`src/rtl/ip_iobus_master.sv`:
```
// MSX-50BUS I/O initiator: turns a req/ack handshake into a Z80-style I/O read
// or write cycle with programmable setup, strobe and hold lengths.
//
// state  | meaning
// IDLE   | waiting for req; address/d keep their last values
// SETUP  | address/data valid, strobes high
// STROBE | iorq_n plus rd_n or wr_n low; read data captured
// HOLD   | strobes high, address/data held; read data still captured
// ACK    | one-cycle ack pulse, busy still high
module ip_iobus_master #(
    parameter int SETUP_CYCLES  = 1,
    parameter int STROBE_CYCLES = 4,
    parameter int HOLD_CYCLES   = 1
) (
    input  logic       clk,
    input  logic       reset,
    input  logic       req,
    input  logic       req_wr,
    input  logic [7:0] req_address,
    input  logic [7:0] req_wdata,
    output logic       busy,
    output logic       ack,
    output logic [7:0] rdata,
    output logic       no_response,
    output logic       iorq_n,
    output logic       rd_n,
    output logic       wr_n,
    output logic [7:0] address,
    output logic [7:0] d,
    input  logic [7:0] q,
    input  logic       q_en
);

    localparam logic [2:0] IDLE   = 3'd0;
    localparam logic [2:0] SETUP  = 3'd1;
    localparam logic [2:0] STROBE = 3'd2;
    localparam logic [2:0] HOLD   = 3'd3;
    localparam logic [2:0] ACK    = 3'd4;

    // A zero SETUP_CYCLES wraps this load value, but SETUP is then never entered.
    localparam logic [3:0] SETUP_LOAD  = 4'(SETUP_CYCLES - 1);
    localparam logic [3:0] STROBE_LOAD = 4'(STROBE_CYCLES - 1);
    localparam logic [3:0] HOLD_LOAD   = 4'(HOLD_CYCLES - 1);

    logic [2:0] state;
    logic [3:0] cnt;
    logic       is_wr;
    logic [7:0] capture;
    logic       seen;
    logic [7:0] capture_next;
    logic       seen_next;

    // The final HOLD cycle's response must reach rdata on the same edge as ack.
    always_comb begin
        capture_next = capture | (q_en ? q : 8'h00);
        seen_next    = seen | q_en;
    end

    always_ff @(posedge clk) begin
        if (reset) begin
            state       <= IDLE;
            cnt         <= 4'd0;
            is_wr       <= 1'b0;
            capture     <= 8'h00;
            seen        <= 1'b0;
            busy        <= 1'b0;
            ack         <= 1'b0;
            rdata       <= 8'h00;
            no_response <= 1'b0;
            iorq_n      <= 1'b1;
            rd_n        <= 1'b1;
            wr_n        <= 1'b1;
            address     <= 8'h00;
            d           <= 8'h00;
        end else begin
            ack <= 1'b0;
            case (state)
                IDLE: begin
                    if (req) begin
                        is_wr   <= req_wr;
                        address <= req_address;
                        busy    <= 1'b1;
                        if (req_wr) begin
                            d <= req_wdata;
                        end else begin
                            capture <= 8'h00;
                            seen    <= 1'b0;
                        end
                        if (SETUP_CYCLES == 0) begin
                            state  <= STROBE;
                            cnt    <= STROBE_LOAD;
                            iorq_n <= 1'b0;
                            rd_n   <= req_wr;
                            wr_n   <= ~req_wr;
                        end else begin
                            state <= SETUP;
                            cnt   <= SETUP_LOAD;
                        end
                    end
                end
                SETUP: begin
                    if (cnt == 4'd0) begin
                        state  <= STROBE;
                        cnt    <= STROBE_LOAD;
                        iorq_n <= 1'b0;
                        rd_n   <= is_wr;
                        wr_n   <= ~is_wr;
                    end else begin
                        cnt <= cnt - 4'd1;
                    end
                end
                STROBE: begin
                    capture <= capture_next;
                    seen    <= seen_next;
                    if (cnt == 4'd0) begin
                        state  <= HOLD;
                        cnt    <= HOLD_LOAD;
                        iorq_n <= 1'b1;
                        rd_n   <= 1'b1;
                        wr_n   <= 1'b1;
                    end else begin
                        cnt <= cnt - 4'd1;
                    end
                end
                HOLD: begin
                    capture <= capture_next;
                    seen    <= seen_next;
                    if (cnt == 4'd0) begin
                        state <= ACK;
                        ack   <= 1'b1;
                        if (is_wr) begin
                            no_response <= 1'b0;
                        end else begin
                            rdata       <= seen_next ? capture_next : 8'hFF;
                            no_response <= ~seen_next;
                        end
                    end else begin
                        cnt <= cnt - 4'd1;
                    end
                end
                ACK: begin
                    state <= IDLE;
                    busy  <= 1'b0;
                end
                default: begin
                    state <= IDLE;
                    busy  <= 1'b0;
                end
            endcase
        end
    end

endmodule

```
`config.mk`:
```
export PLATFORM = sky130hd
export DESIGN_NAME = ip_iobus_master
export DESIGN_NICKNAME = d
export VERILOG_FILES = /design/src/rtl/ip_iobus_master.sv
export SDC_FILE = /design/constraint.sdc
export NUM_CORES = 1
export LEC_CHECK = 0
export CORE_UTILIZATION = 40
export CTS_BUF_LIST = sky130_fd_sc_hd__clkbuf_8 sky130_fd_sc_hd__clkbuf_16
export DETAILED_ROUTE_END_ITERATION = 10
export MAX_ROUTING_LAYER = met4
export PLACE_DENSITY = 0.7
export SLEW_MARGIN = 20
export SYNTH_ARGS = -nofsm -noshare
export SYNTH_HDL_FRONTEND = slang
export SYNTH_SLANG_ARGS = --single-unit
```
`constraint.sdc`:
```
create_clock -name clk -period 2 [get_ports clk]
set_input_delay 0.5 -clock clk [delete_from_list [all_inputs] [get_ports clk]]
set_output_delay 0.5 -clock clk [all_outputs]
set_load 0.1 [all_outputs]
```
# ---- Word-level counts from Yosys, hierarchy flattened
# Index checks and enable logic that the tools add are counted.
dict set report word_totals {
  in_bits 29
  register_bits 47
  wordCells 76
  output_inout_bits 30
}
dict set report classes {
  reduce_logical 17
  muxes 29
  add_sub_neg 1
  n_bitwise 6
  n_eq_ne 9
}
# operator n
set op_table {}
lappend op_table {{$mux 8} 4}
lappend op_table {{$mux 4} 4}
lappend op_table {{$pmux 4 s4} 1}
lappend op_table {{$pmux 8 s2} 1}
lappend op_table {{$reduce_and 3->1} 5}
lappend op_table {{$mux 3} 4}
lappend op_table {{$ne 2x2->1 const B} 6}
lappend op_table {{$pmux 3 s4} 1}
lappend op_table {{$pmux 1 s2} 5}
lappend op_table {{$mux 1} 9}
lappend op_table {{$or 8x8->8} 1}
lappend op_table {{$eq 3x2->1 const B} 2}
lappend op_table {{$reduce_and 2->1} 3}
lappend op_table {{$logic_not 4->1} 1}
lappend op_table {{$not 1->1} 4}
lappend op_table {{$reduce_and 4->1} 1}
lappend op_table {{$reduce_bool 2->1} 2}
lappend op_table {{$reduce_bool 4->1} 1}
lappend op_table {{$reduce_or 2->1} 2}
lappend op_table {{$sub 4x1->4 const B} 1}
lappend op_table {{$eq 3x1->1 const B} 1}
lappend op_table {{$logic_not 3->1} 1}
lappend op_table {{$reduce_or 3->1} 1}
lappend op_table {{$or 1x1->1} 1}

# ---- Depth between registers and ports, before layout
dict set report depth {
  word_depth 4
  mapped_depth 6
  mapped_depth_nobuf 5
}

# ---- Worst setup path before layout
# Ideal clock, no wire load.
dict set report synth_path {
  path_type {register to register}
  from {register cnt[0]}
  to {register no_response}
  t_arrival_ns 1.472
  path_slack_ns 0.400
  setup_time_ns 0.129
  period_less_slack_ns 1.600
  path_stages_with_launch 7
  required_time_ns 1.871
  path_buffers 1
  cell_sequence {dfxtp_1 > inv_1 > ha_1 > or3b_1 > clkbuf_2 > o311ai_0 > nand2_1}
}
dict set report synth_via {
  elab_chain_cells 2
}
# item line
set synth_rtl {}
lappend synth_rtl {{start, declared} 46} ;# logic [3:0] cnt;
lappend synth_rtl {{start signal, assigned} 109} ;# cnt <= cnt - 4'd1;
lappend synth_rtl {{start signal, assigned} 122} ;# cnt <= cnt - 4'd1;
lappend synth_rtl {{start signal, assigned} 138} ;# cnt <= cnt - 4'd1;
lappend synth_rtl {{$logic_not 4->1} 128} ;# if (cnt == 4'd0) begin
lappend synth_rtl {{$reduce_and 2->1 (no source line)} -}
lappend synth_rtl {{end signal, assigned} 135} ;# no_response <= ~seen_next;
lappend synth_rtl {{end, declared} 24} ;# output logic no_response,
# Every way passes these cells.
# A chain may end at the register's enable or synchronous reset.

# ---- Worst setup path in the final report
# Same ends and word-level chain as after synthesis.

==> out/metrics.csv <==
metric;value;unit
Critical Path AT;1.97;ns
Netlist cell types;46;
max-slew violation count;0;
mean post-synth cell area;8.769;um2
H-tree levels;2;
critical path's slowest cell;or3b_1;
Setup crit end kind;flop;
Final Cycle Share;89.92;%
input/output buffers;58;
Critical Path Fanout Max;8;
clk buf depth;2;
Post-Synthesis Cells;237;
synthesis-stage register bit count;47;
RSZ-0062 raised after global routing;no;
Area contributors post-synth;dfxtp_1, a21oi_1, a211oi_1, nand3_1, nand2_1;
worst reg2reg path depth;5;
Post-Route Skew;0.003313;ns
diodes inserted;0;
via count;1976;
Final TNS setup;0;ns
Die Y-Extent;74.08;um
setup ws final;0.2016;ns
IO Count;59;
CP required;2.18;ns
critical path's largest stage delay;0.51;ns
Reg clk slew, reported paths;0.08;ns
Seq/Total Area, Yosys;45.27;%
dpl cell area;2808;um2
vias in the first global route;1787;
post-CTS setup repair buffer count;0;
FFs w/ async S/R, synth;0;%
peak supply drop;0.0006015;V
routed wire length;4987;um
Placed Instances;354;
drt initial violations;151;
area grow syn2layout;40.10;%
main flop type after synthesis;dfxtp_1;
Yosys top cell area share;45.27;%
final hold violations;0;
Design Area, Final;2912;um2
Resize count post-CTS;0;
max-capacitance violation count;0;
Commonest cells post-synth;dfxtp_1, a21oi_1, nand2_1, nand3_1, a211oi_1;
DRC violations left;0;
gpl congestion;0.8018;
DR pass1 iterations;4;
synth warn;0;
CTS Sinks;47;
startpoint types;flop;
top-count cell post-synth;dfxtp_1;
Vias/cell;5.459;
ANT nets after route;0;
Min-Delay Endpoint;address[6];
syn nets;268;
slew margin rel.;58.62;%
Worst Hold Class;reg2reg;
CP Class;reg2reg;
Core Region;4848;um2
HP Start;address[6];
DIE AREA;5488;um2
outcome;complete, no violations;
root buffer cell;clkbuf_8;
min cycle time layout;1.798;ns
Critical R2R Capture;no_response;
Lkg Pwr;1.067;nW
pre-CTS setup slack;-0.04446;ns
Starting Density;42.86;%
Final setup viols;0;
worst-path cell chain;inv_1, ha_1, or3b_1, o311ai_0, nand2_1;
Slew @ Worst Pin;0.6121;ns
Final Non-Filler Cells;362;
global-route usage over all layers;19.58;%
EDFF count, synth;0;
Hold Buf Count CTS;0;
Pwr Density;1343;nW/um2
critical register-to-register path startpoint;cnt[0];
r2r setup slk;0.20;ns
initial antenna violation count;0;
CTS tree;yes;
layout cells sized above 1;21.69;%
first-pass GRT wire length;8079;um
HPWL after detailed placement;3505;um
GRT overflow;0;
Die Wd;74.08;um
nets@finish;325;
Num CTS Buffers;5;
Hold Crit Depth;2;
dominant cell type by area after synthesis;dfxtp_1;
worst skew pair latency;0.29;ns
largest net degree at the start of global routing;44;
FP Rows;25;
DR WL/cell;13.78;um
Max Clk Rate;556.1;MHz
Mapped Area;2078;um2
==> registers in the layout, summed over array words and instances, names as in the netlist <==
register / flops
iorq_n: 1
ack: 1
capture: 8
is_wr: 1
rd_n: 1
address: 8
d: 8
no_response: 1
state: 3
wr_n: 1
rdata: 8
busy: 1
seen: 1
cnt: 4
==> routing by layer <==
layer  GRT usage, %  up-vias  routed length [um]
met1          25.13      910                2327
met3          3.388        7                 261
met2          31.11       73                2356
met4          6.624        0                  42
met5              -        -                   0
li1               -      986                   -
==> area by class of cell <==
cell class | instances | area [um2]
clock buffers | 7 | 96.34
fillers | 437 | 1937
well taps | 67 | 83.83
multi-input cells | 161 | 996.0
repair buffers | 72 | 760.7
clock inverters | 1 | 7.507
inverters | 7 | 26.28
flip-flops and latches | 47 | 940.9
==> worst max path at each step <==
stage / endpoint / cells past startpoint / slack, ns / startpoint
5_1_grt: rdata[6] / 5 / 0.09 / cnt[0]
2_1_floorplan: no_response / 6 / 0.40 / cnt[0]
3_3_place_gp: d[2] / 5 / -0.001 / req
3_5_place_dp: d[0] / 5 / -0.04 / req
6_report: no_response / 5 / 0.20 / cnt[0]
4_1_cts: no_response / 5 / 0.22 / cnt[0]
==> cells by family after synthesis <==
kind of cell             count (synthesis)  share of synthesized area (%)
AO/OA/AOI/OAI                           86                          26.07
multiplexers                             1                         0.5418
buffers and inverters                   29                          6.803
adder cells (fa/ha/maj)                  2                          1.204
flip-flops                              47                          45.27
AND/OR/NAND/NOR                         71                          19.69
XOR/XNOR                                 1                         0.4215
==> metrics by stage <==
step           hold slack [ns]  utilization, %  power [mW]
6_report                0.4573           60.05       3.910
5_1_grt                 0.4941           60.05       4.110
4_1_cts                 0.4619           60.05       3.926
3_5_place_dp            0.4494           57.91       3.300
3_3_place_gp            0.4428           57.91       3.274
2_1_floorplan           0.4388               -       2.734
==> where the power goes <==
group          internal (mW)  total [mW]  leakage (nW)  switching, mW
logic                  0.689        2.01         0.633           1.32
registers               1.11        1.27         0.383          0.168
clock network          0.315       0.625        0.0505          0.311
total                   2.11        3.91          1.07           1.80
==> critical path: cells and delay by family, from the launching register on <==
kind	cells	cell delay (ns)
AOI/OAI and AO/OA	1	0.36
adders and majority gates	1	0.24
buffers and inverters	1	0.13
DFF	1	0.36
and+or+nand+nor	2	0.59
==> cells in the final DEF, fill, tap and decap left out, types with 3 or more instances in the layout <==
| master | Yosys | layout |
|---|---|---|
| a211oi_1 | 17 | 17 |
| a21oi_1 | 35 | 35 |
| a31oi_1 | 3 | 3 |
| buf_12 | 0 | 12 |
| buf_4 | 0 | 32 |
| clkbuf_8 | 0 | 7 |
| clkdlybuf4s50_1 | 0 | 28 |
| dfxtp_1 | 47 | 47 |
| inv_1 | 7 | 7 |
| nand2_1 | 23 | 23 |
| nand3_1 | 18 | 18 |
| nor2b_1 | 3 | 3 |
| nor3_1 | 5 | 5 |
| nor4_1 | 4 | 4 |
| o21ai_0 | 8 | 8 |
| o21ai_1 | 5 | 5 |
| o21ai_2 | 6 | 6 |
No activity file was read; power rests on OpenSTA's default activity.
